[config.mk]
export PLATFORM = sky130hd
export DESIGN_NAME = init_dma
export DESIGN_NICKNAME = d
export VERILOG_FILES = /design/src/rtl/init_dma.sv
export SDC_FILE = /design/constraint.sdc
export NUM_CORES = 1
export LEC_CHECK = 0
export CAP_MARGIN = 40
export CORE_MARGIN = 2
export CORE_UTILIZATION = 35
export DETAILED_ROUTE_END_ITERATION = 8
export REMOVE_ABC_BUFFERS = 1
export SLEW_MARGIN = 40
export SYNTH_ARGS = -nofsm -noshare
export SYNTH_HDL_FRONTEND = slang
export SYNTH_SLANG_ARGS = --single-unit
[constraint.sdc]
create_clock -name i_clk -period 2.6 [get_ports i_clk]
set_input_delay 0.39 -clock i_clk [delete_from_list [all_inputs] [get_ports i_clk]]
set_output_delay 0.39 -clock i_clk [all_outputs]
set_load 0.02 [all_outputs]
[src/rtl/init_dma.sv]
// Grid-init DMA: streams ROWS*COLS words from a source RAM to up to N_DST destination RAMs.
// One word per cycle, RD_LAT pipeline from read to write; abort or reset drops in-flight words.
module init_dma #(
  parameter int ADDR_W = 24,
  parameter int DATA_W = 1,
  parameter int ROWS   = 5,
  parameter int COLS   = 5,
  parameter int RD_LAT = 1,
  parameter int N_DST  = 4
) (
  input  logic              i_clk,
  input  logic              i_rst,
  input  logic              i_start,
  input  logic              i_abort,
  input  logic [1:0]        i_mode,
  input  logic [DATA_W-1:0] i_fill_val,
  input  logic [N_DST-1:0]  i_dst_mask,
  output logic [ADDR_W-1:0] o_rd_addr,
  output logic              o_rd_en,
  input  logic [DATA_W-1:0] i_rd_data,
  output logic [ADDR_W-1:0] o_wr_addr,
  output logic [DATA_W-1:0] o_wr_data,
  output logic [N_DST-1:0]  o_wr_en,
  output logic              o_busy,
  output logic              o_done
);

  localparam int TOTAL = ROWS * COLS;
  localparam logic [ADDR_W-1:0] LAST_ADDR = ADDR_W'(TOTAL - 1);
  localparam logic [1:0] MODE_FILL = 2'b01;
  localparam logic [1:0] MODE_INV  = 2'b10;

  typedef enum logic [1:0] {S_IDLE, S_RUN, S_DRAIN, S_DONE} state_t;

  state_t              r_state;
  state_t              w_next;
  logic [1:0]          r_mode;
  logic [DATA_W-1:0]   r_fill;
  logic [N_DST-1:0]    r_mask;
  logic [ADDR_W-1:0]   r_cnt;
  logic [RD_LAT-1:0]   r_vld;
  logic [ADDR_W-1:0]   r_addr_pipe [RD_LAT];

  logic                w_accept;
  logic                w_issue;
  logic                w_kill;
  logic                w_wr_vld;
  logic [ADDR_W-1:0]   w_wr_addr;
  logic                w_last_rd;
  logic                w_last_wr;

  assign w_accept  = (r_state == S_IDLE) && i_start && !i_abort;
  assign w_issue   = (r_state == S_RUN);
  assign w_kill    = i_abort && ((r_state == S_RUN) || (r_state == S_DRAIN));
  assign w_wr_vld  = r_vld[RD_LAT-1];
  assign w_wr_addr = r_addr_pipe[RD_LAT-1];
  assign w_last_rd = (r_cnt == LAST_ADDR);
  assign w_last_wr = w_wr_vld && (w_wr_addr == LAST_ADDR);

  always_ff @(posedge i_clk) begin
    if (i_rst) begin
      r_state <= S_IDLE;
      r_mode  <= '0;
      r_fill  <= '0;
      r_mask  <= '0;
      r_cnt   <= '0;
      r_vld   <= '0;
    end else begin
      r_state <= w_next;
      if (w_accept) begin
        r_mode <= i_mode;
        r_fill <= i_fill_val;
        r_mask <= i_dst_mask;
        r_cnt  <= '0;
      end else if (w_issue && !w_last_rd) begin
        r_cnt <= r_cnt + 1'b1;
      end
      // Abort empties the slot pipeline so nothing already read reaches a destination.
      if (w_kill) begin
        r_vld <= '0;
      end else begin
        r_vld[0] <= w_issue;
        for (int i = 1; i < RD_LAT; i++) r_vld[i] <= r_vld[i-1];
      end
    end
  end

  // Address slots carry no reset; their valid bits gate every use.
  always_ff @(posedge i_clk) begin
    r_addr_pipe[0] <= r_cnt;
    for (int i = 1; i < RD_LAT; i++) r_addr_pipe[i] <= r_addr_pipe[i-1];
  end

  always_comb begin
    w_next    = r_state;
    o_rd_en   = 1'b0;
    o_rd_addr = '0;
    o_wr_addr = '0;
    o_wr_data = '0;
    o_wr_en   = '0;
    o_busy    = 1'b0;
    o_done    = 1'b0;

    case (r_state)
      S_IDLE:  if (w_accept) w_next = S_RUN;
      S_RUN: begin
        o_busy = 1'b1;
        if (i_abort)        w_next = S_IDLE;
        else if (w_last_rd) w_next = S_DRAIN;
      end
      S_DRAIN: begin
        o_busy = 1'b1;
        if (i_abort)        w_next = S_IDLE;
        else if (w_last_wr) w_next = S_DONE;
      end
      S_DONE: begin
        o_done = 1'b1;
        w_next = S_IDLE;
      end
      default: w_next = S_IDLE;
    endcase

    if (w_issue) begin
      o_rd_en   = (r_mode != MODE_FILL);
      o_rd_addr = r_cnt;
    end

    // Write data comes straight from the source bus in the cycle it is valid.
    if (w_wr_vld) begin
      o_wr_addr = w_wr_addr;
      o_wr_en   = r_mask;
      case (r_mode)
        MODE_FILL: o_wr_data = r_fill;
        MODE_INV:  o_wr_data = ~i_rd_data;
        default:   o_wr_data = i_rd_data;
      endcase
    end
  end

endmodule

==> impl_metrics.yaml, run 1 <==
sta:
  fin_skew_ps: 8.98
  slew_headroom_pct: 62.3
  tns_ps: 0
  hold_slack_ps: 399
  clock.fmax_mhz: 419
  finalSetupViolCount: 0
  layout_min_cycle_time_ps: 2390
  rsz0062_at_grt: "false"
  fin_ws_ps: 213
  finalHoldViolCount: 0
  worst_pin_slew_ps: 563
  report.final.slew_viol_count: 0
  min_period_over_period_pct: 91.8
pwr:
  p_leak_nw: 1.46
  p_per_area_nw_per_um2: 523
  combPwrFrac_pct: 13.5
  internal_power_mw: 1.36
  clkPwrFrac_pct: 37.2
  max-vdd-ir-drop_mv: 0.194
  swShare_pct: 28.1
  pwr-share-seq_pct: 49.4
  p_sw_mw: 0.531
worst_setup_path:
  critPathLaunchType: "register"
  required_ps: 2210
  arrival_ps: 2000
  critPathMaxFanout: 20
  end_kind: "primary output"
  critical_path_class: "register to primary output"
  r2r_start: "r_state[0]"
  critPathLaunch: "r_state[1]"
yosys:
  yosysSeqAreaShare_pct: 44.1
  synth_area_per_cell_um2: 9.26
  async_flop_share_pct: 0
  ys.flop_type: "dfxtp_1"
  ys_warn_count: 0
  yosys-top-cells-area: "dfxtp_1 (44%), and2_1 (12%), xor2_1 (4.7%), ha_1 (4.3%), nor2_1 (4.0%)"
  yosys.cell_types.count: 41
  syn-cell-area_um2: 2630
  synth_edf_count: 0
  synth_top_area_cell: "dfxtp_1"
  syn_inst: 284
  ys_seq_elements: 58
  synth_top_area_share_pct: 44.1
clocking:
  numCtsBuffers: 9
  tritoncts: "built"
  cts.path.max_buffers: 2
  clock-sinks: 58
  cts_setup_buffers: 0
  root_buffer: "clkbuf_8"
  worstSkewPairLatency_ps: 330
  htreeDepth: 3
  path_clk_slew_ps: 70
placed_design:
  gp_congestion: 0.827
  dp_hpwl_um: 4900
  io_buffers: 67
  dp_slack_ps: 312
global_route:
  grt_pass1_wl_um: 10700
  antenna_found_initial: 0
  grt_usage_pct: 16.6
  grt_max_degree: 21
  grt_overflow_total: 0
  grt_pass1_vias: 2097
floorplan:
  die-width_um: 90.7
  die_area_um2: 8220
  num_rows: 31
  core_um2: 7250
  dieHeight_um: 90.7
  initial_utilization_pct: 36.3
  ios: 68
drt:
  antenna_left: 0
  drt_first_iter_violations: 91
  detail_route.drc_violations: 0
  drt_pass1_iterations: 6
  postRouteWirelength_um: 6560
  vias_per_cell: 4.79
  num_vias: 2219
  wl_per_cell_um: 14.2
final_layout:
  num-fill-cells: 718
  diodes: 0
  multiInputGateArea_um2: 1380
  ff_latch_area_um2: 1160
  area_growth_pct: 37.5
  layout-drive-gt1-share_pct: 9.34
  fin_nets: 380
min_path:
  hold_start: "r_cnt[23]"
  hold_class: "register to register"
flow_run:
  cap_viol_max_count: 0
run_status:
  status: "finished clean"
Yosys cell counts, drive strengths merged, types with 2 or more instances:
cell type and instances:
mux2i 8, nor2 28, xor2 14, clkbuf 8, a211oi 2, o211ai 7
nor4 9, nand2 16, ha 9, xnor2 2, nor4b 3, nor3 4
and3 6, nand4 8, and4 2, nand3 7, or3 4, a21oi 5
inv 12, dfxtp 58, or4 4, o2111ai 3, o21ai 4, and2 49
buf 3, a221oi 2
cell usage in the layout, fill, tap and decap left out, types with 5 or more instances in the layout:
cell type,n
nand4_1,7
xor2_1,14
and3_1,6
clkdlybuf4s50_1,66
mux2i_1,8
and2_1,49
nand2_1,16
a21oi_1,5
buf_4,7
o211ai_1,7
inv_1,12
nor4_1,6
nor2_1,28
dfxtp_1,58
clkbuf_8,9
ha_1,8
nand3_1,6
critical path: stages, from the launching register on:
cell and delay, ps:
dfxtp_1 340, inv_1 130, ha_2 240, buf_6 190, and2_1 160, clkdlybuf4s50_1 600
repair_timing:
| action | CTS | global route |
|---|---|---|
| hold buffers | 0 | 0 |
| setup endpoints to repair | 0 | 1 |
| gates resized for setup | 0 | 3 |
metal layers:
layer  global-route usage (%)  wire (um)
met1                     22.2       3220
met3                     4.59        307
met2                     24.8       2950
met4                     7.31         83
met5                        0          0
registers in the layout, indices dropped and copies added, names as in the netlist:
signal       cells
r_cnt           24
r_mask           4
r_vld            1
r_mode           2
r_fill           1
r_addr_pipe     24
r_state          2
kinds of logic after synthesis:
group	after synthesis	share of synthesized area (%)
AND/OR/NAND/NOR	142	31.7
adder cells (fa/ha/maj)	9	4.28
multiplexers	8	3.04
flip-flops	58	44.1
buffers and inverters	23	3.47
XOR/XNOR	16	5.33
AO/OA/AOI/OAI	28	7.99
power by group through the flow:
stage               logic [mW]  clock network (mW)  registers [mW]
floorplan                0.145                   0           0.947
global placement         0.250                   0           0.954
detailed placement       0.253                   0           0.954
CTS                      0.254               0.722           0.934
global route             0.280               0.771           0.938
finish                   0.254               0.702           0.933
metrics by stage:
| step | util, % | cells | power [mW] | cell area [um^2] |
|---|---|---|---|---|
| global route | 49.9 | 463 | 1.99 | 3620 |
| global placement | 47.4 | 447 | 1.20 | 3440 |
| floorplan | - | 273 | 1.09 | 2580 |
| CTS | 49.7 | 463 | 1.91 | 3610 |
| detailed placement | 47.4 | 447 | 1.21 | 3440 |
| finish | 49.9 | 463 | 1.89 | 3620 |
final cells by class:
| cell class | count | share of cell area [%] |
|---|---|---|
| Multi-Input combinational cell | 203 | 38.2 |
| Timing Repair Buffer | 75 | 20.4 |
| Clock inverter | 7 | 1.28 |
| Clock buffer | 9 | 3.42 |
| Inverter | 12 | 1.25 |
| Sequential cell | 58 | 32.1 |
| Tap cell | 99 | 3.42 |
worst paths after layout:
check                                     endpoint  slack [ps]  depth (start not counted)
worst min register to register  r_addr_pipe[0][23]         400                          0
worst min-delay path            r_addr_pipe[0][23]         400                          0
worst max-delay path                  o_rd_addr[3]         210                          5
worst max register to register          r_state[1]         530                          6
Power figures use the tool's default switching activity.
==> run 2: changes to the inputs <==
- RECOVER_POWER: default -> 25
- clock period: 2.6 -> 3.06 ns (I/O delays scaled with it)
==> run 2 against run 1 <==
Final cell count is 1.1% lower. Routed wire length is 0.52% lower. Sequential share of layout area stayed put. Sequential cell count stayed put. Critical path type unchanged. Largest cell class unchanged. Highest routed layer unchanged.
==> impl_metrics.yaml, run 2 (same netlist as run 1, synthesis figures left out) <==
drt:
  met1_length_um: 3110
  antenna_left: 0
  dr_wl_met2_um: 2850
  routed.top_layer: "met4"
  drt_first_iter_violations: 97
  wl_per_cell_um: 14.3
  dr_wl_met3_um: 434
  postRouteWirelength_um: 6530
  drt_pass1_iterations: 4
  num_vias: 2223
  vias_per_cell: 4.85
  detail_route.drc_violations: 0
final_layout:
  diodes: 0
  layout_commonest_cell: "clkdlybuf4s50_1"
  num-fill-cells: 729
  fin_nets: 375
  layout-drive-gt1-share_pct: 7.52
  area_growth_pct: 37.5
  final_cell_mix: "clkdlybuf4s50_1 (66), dfxtp_1 (58), and2_1 (49), nor2_1 (28), nand2_1 (16)"
  post-route-util_pct: 49.9
  reg_top3: "r_addr_pipe (24), r_cnt (24), r_mask (4)"
  multiInputGateArea_um2: 1380
  finalNonFillerCells: 458
  ff_latch_area_um2: 1160
clocking:
  clock-sinks: 58
  root_buffer: "clkbuf_8"
  worstSkewPairLatency_ps: 330
  htreeDepth: 3
  ctsHoldBuffers: 0
  tritoncts: "built"
  path_clk_slew_ps: 70
  ctsResizeCount: 0
  numCtsBuffers: 9
  cts.path.max_buffers: 2
  cts_setup_buffers: 0
worst_setup_path:
  critPathLaunchType: "register"
  end_kind: "primary output"
  critical_path_class: "register to primary output"
  required_ps: 2600
  arrival_ps: 2240
  critPathLaunch: "r_state[1]"
  r2r_start: "r_cnt[0]"
  critPathMaxFanout: 17
sta:
  fin_skew_ps: 7.39
  hold_slack_ps: 403
  min_period_over_period_pct: 88.3
  report.final.slew_viol_count: 0
  worst_pin_slew_ps: 724
  layout_min_cycle_time_ps: 2700
  clock.fmax_mhz: 370
  tns_ps: 0
  fin_ws_ps: 359
  slew_headroom_pct: 51.5
  finalSetupViolCount: 0
  rsz0062_at_grt: "false"
  finalHoldViolCount: 0
placed_design:
  io_buffers: 67
  gp_congestion: 0.870
  placed_cells: 442
  dp_hpwl_um: 4740
  dp_slack_ps: 503
floorplan:
  dieHeight_um: 90.7
  num_rows: 31
  die-width_um: 90.7
  initial_utilization_pct: 36.3
  core_um2: 7250
  die_area_um2: 8220
  ios: 68
global_route:
  grt_max_degree: 30
  grt_usage_pct: 16.7
  antenna_found_initial: 0
  grt_overflow_total: 0
  grt_pass1_vias: 2199
  grt_pass1_wl_um: 11000
min_path:
  hold_class: "register to register"
  hold_start: "r_cnt[20]"
run_status:
  status: "finished clean"
pwr:
  p_per_area_nw_per_um2: 491
  max-vdd-ir-drop_mv: 0.255
  p_leak_nw: 1.44
flow_run:
  cap_viol_max_count: 0
run 2: routing by layer:
layer	GRT usage, %	vias up
li1	-	1133
met1	22.9	1007
met2	24.2	73
met3	3.92	10
met4	8.72	0
met5	0	-
run 2: power by group:
part,switching [mW],leakage [nW],total [mW],internal (mW)
clock network,0.300,0.109,0.778,0.478
logic,0.121,0.862,0.203,0.0820
registers,0.0222,0.468,0.795,0.773
run 2: cell type report:
type                    instances  area share (%)
flip-flops and latches         58            32.1
multi-input cells             203            38.0
clock buffers                  11            3.91
well taps                      99            3.42
inverters                      12            1.25
clock inverters                 5            2.14
repair buffers                 70            19.2
run 2: through the flow:
stage	area (um^2)	total power, mW
floorplan	2580	0.928
global placement	3400	1.01
detailed placement	3400	1.02
CTS	3620	1.80
global route	3620	1.86
finish	3620	1.78
run 2: critical path, stage by stage (launching register included):
cell	delay (ps)
dfxtp_1	340
inv_1	130
ha_2	410
buf_4	270
and2_1	150
clkdlybuf4s50_1	600
run 2: path summary, 6_finish.rpt:
path,endpoint,slack (ps),cells past startpoint
max reg2reg,r_cnt[10],820,7
min,r_addr_pipe[0][20],400,0
min reg2reg,r_addr_pipe[0][20],400,0
max,o_rd_addr[9],360,5
==> patch, RTL diff (flow settings as in run 2) <==
Register the input `i_rd_data` before use, without a reset. The logic sees it one clock later. The other inputs are not delayed to match.
--- a/src/rtl/init_dma.sv
+++ b/src/rtl/init_dma.sv
@@ -31,6 +31,12 @@
   localparam logic [1:0] MODE_INV  = 2'b10;
 
   typedef enum logic [1:0] {S_IDLE, S_RUN, S_DRAIN, S_DONE} state_t;
+
+  logic [DATA_W-1:0] i_rd_data_q;
+
+  always_ff @(posedge i_clk) begin
+    i_rd_data_q <= i_rd_data;
+  end
 
   state_t              r_state;
   state_t              w_next;
@@ -131,8 +137,8 @@
       o_wr_en   = r_mask;
       case (r_mode)
         MODE_FILL: o_wr_data = r_fill;
-        MODE_INV:  o_wr_data = ~i_rd_data;
-        default:   o_wr_data = i_rd_data;
+        MODE_INV:  o_wr_data = ~i_rd_data_q;
+        default:   o_wr_data = i_rd_data_q;
       endcase
     end
   end
Function: changed (Yosys sat finds a counterexample within 4 cycles, from zero or initial values and one cycle with i_rst high).
==> patch against run 2 <==
Total power grew 1.6%. Clock power grew 2%. Count of clock-buffer cells in the layout is the same. Synthesized area grew 0.76%. Worst setup slack lost 0.20 ns. Hold slack gained 0.0033 ns. Sequential cell count grew 1. Clock skew is essentially flat. Routed wire length grew 0.63%. Final area grew 0.90%. Via count grew 1.8%. First-iteration DRC count shrank 13%.
==> patch: results (changes against run 2) <==
Leak - 0.00146 uW (+1.7%)
Worst slew margin - 50.9% (-0.59 points)
Worst R2R Setup Slack - 0.70 ns (-0.12 ns)
sequential area share after synthesis - 44.6% (+0.42 points)
grt met3 use - 3.57% (-0.35 points)
CTS buffer count - 9 (unchanged)
PortBufs - 67 (unchanged)
first-pass GRT wire length - 10800 um (-2.4%)
# Post-CTS Setup Buffers - 0 (unchanged)
Critical Path AT - 2.44 ns (+0.20 ns)
initial antenna violation count - 0 (unchanged)
crit-path max cell delay - 0.61 ns
Worst-path clk slew - 0.06 ns
Placed Area - 3430 um^2 (+0.81%)
nets - 377 (+0.53%)
WL final - 6570 um (+0.63%)
fillers - 738 (+1.2%)
Post-Synth XOR/XNOR Area - 5.29% (-0.040 points)
Root Buffer - clkbuf_8
Post-Synth Adder-Cell Area - 4.25% (-0.032 points)
# diodes - 0 (unchanged)
crit-path max FO - 19 (+2)
DRT Pass-1 Iters - 4 (unchanged)
share of cells above drive strength 1 - 7.76% (+0.24 points)
post-DP HPWL - 4720 um (-0.40%)
Final Wtd Congestion - 0.871 (+0.13%)
unique cell type count in the Yosys netlist - 41 (unchanged)
path depth of the worst reg2reg path - 6 (-1)
async set or reset register ratio after synthesis - 0% (unchanged)
Iter 0 DRT Violations - 84 (-13%)
grt met2 use - 24.7% (+0.50 points)
hold_sp - r_cnt[21]
vias in the first global route - 2154 (-2.0%)
Synth area leaders - dfxtp_1, and2_1, xor2_1
worst vdd ir - 234 uV (-8.4%)
Layout Skew - 0.00728 ns (-0.000109 ns)
post-synthesis compound-gate area fraction - 7.93% (-0.060 points)
H-tree levels - 3 (unchanged)
routed vias - 2262 (+1.8%)
largest net degree at the start of global routing - 30 (unchanged)
Synth top cells by count - dfxtp_1, and2_1, nor2_1
Overall Global Routing Usage - 16.2% (-0.44 points)
status - finished clean
Worst Hold Path EP - r_addr_pipe[0][21]
FF-to-FF Start - r_state[1]
GRT met1 Usage - 22.2% (-0.67 points)
mux contribution to synthesized area - 3.02% (-0.023 points)
R2R Path End - r_cnt[6]
-- patch: cell count changes in the layout (fill, tap and decap cells not counted), sizes merged --
| cell | delta |
|---|---|
| dfxtp | +1 |
| buf | +1 |
| clkinvlp | -1 |
| clkinv | +1 |
-- patch: logic make-up after synthesis --
kind of cell / Yosys count
simple gates: 142
flops: 59
compound gates: 28
buf+inv: 23
xor+xnor: 16
fa+ha+maj: 9
mux: 8
-- patch: per-layer routing --
metal	share of wire [%]	wire length (um)
met4	1.9	127
met3	5.0	331
met2	45	2960
met5	0	0
met1	48	3150
-- patch: worst max path at each step --
stage                     from           end  slack (ns)  cells past startpoint
finish              r_state[1]  o_rd_addr[4]        0.16                      5
global placement    r_state[1]  o_rd_addr[5]        0.56                      5
floorplan           r_state[1]     r_cnt[16]        1.00                      7
detailed placement  r_state[1]  o_rd_addr[4]        0.49                      5
global route        r_state[1]  o_rd_addr[1]        0.01                      5
CTS                 r_state[1]  o_rd_addr[4]        0.13                      5
-- patch: where the power goes --
part           total, uW  switching (uW)  internal [uW]  leakage, uW
clock                794             296            498     0.000119
combinational        201             118           82.0     0.000868
sequential           810            23.3            787     0.000477
total               1800             437           1370      0.00146
-- patch: area by class of cell --
class / instances / area (um^2) / area share [%]
Clock buffer: 11 / 151 / 4.15
Clock inverter: 5 / 75.1 / 2.06
Inverter: 12 / 45.0 / 1.23
Multi-Input combinational cell: 203 / 1370 / 37.6
Sequential cell: 59 / 1180 / 32.4
Tap cell: 99 / 124 / 3.39
Timing Repair Buffer: 71 / 701 / 19.2
-- patch: critical path, delay by kind of cell, from the launching register on --
family / cells / cell delay [ns]
fa+ha+maj: 1 / 0.60
flops: 1 / 0.34
simple gates: 1 / 0.15
buf+inv: 3 / 1.03
-- patch: through the flow --
stage | util [%] | setup WS (ns) | std cells | hold slack (ns)
floorplan | - | 1.00 | 274 | 0.371
CTS | 50.1 | 0.131 | 460 | 0.410
global route | 50.1 | 0.0109 | 460 | 0.424
detailed placement | 47.0 | 0.493 | 444 | 0.401
finish | 50.1 | 0.157 | 460 | 0.406
global placement | 47.0 | 0.560 | 444 | 0.396
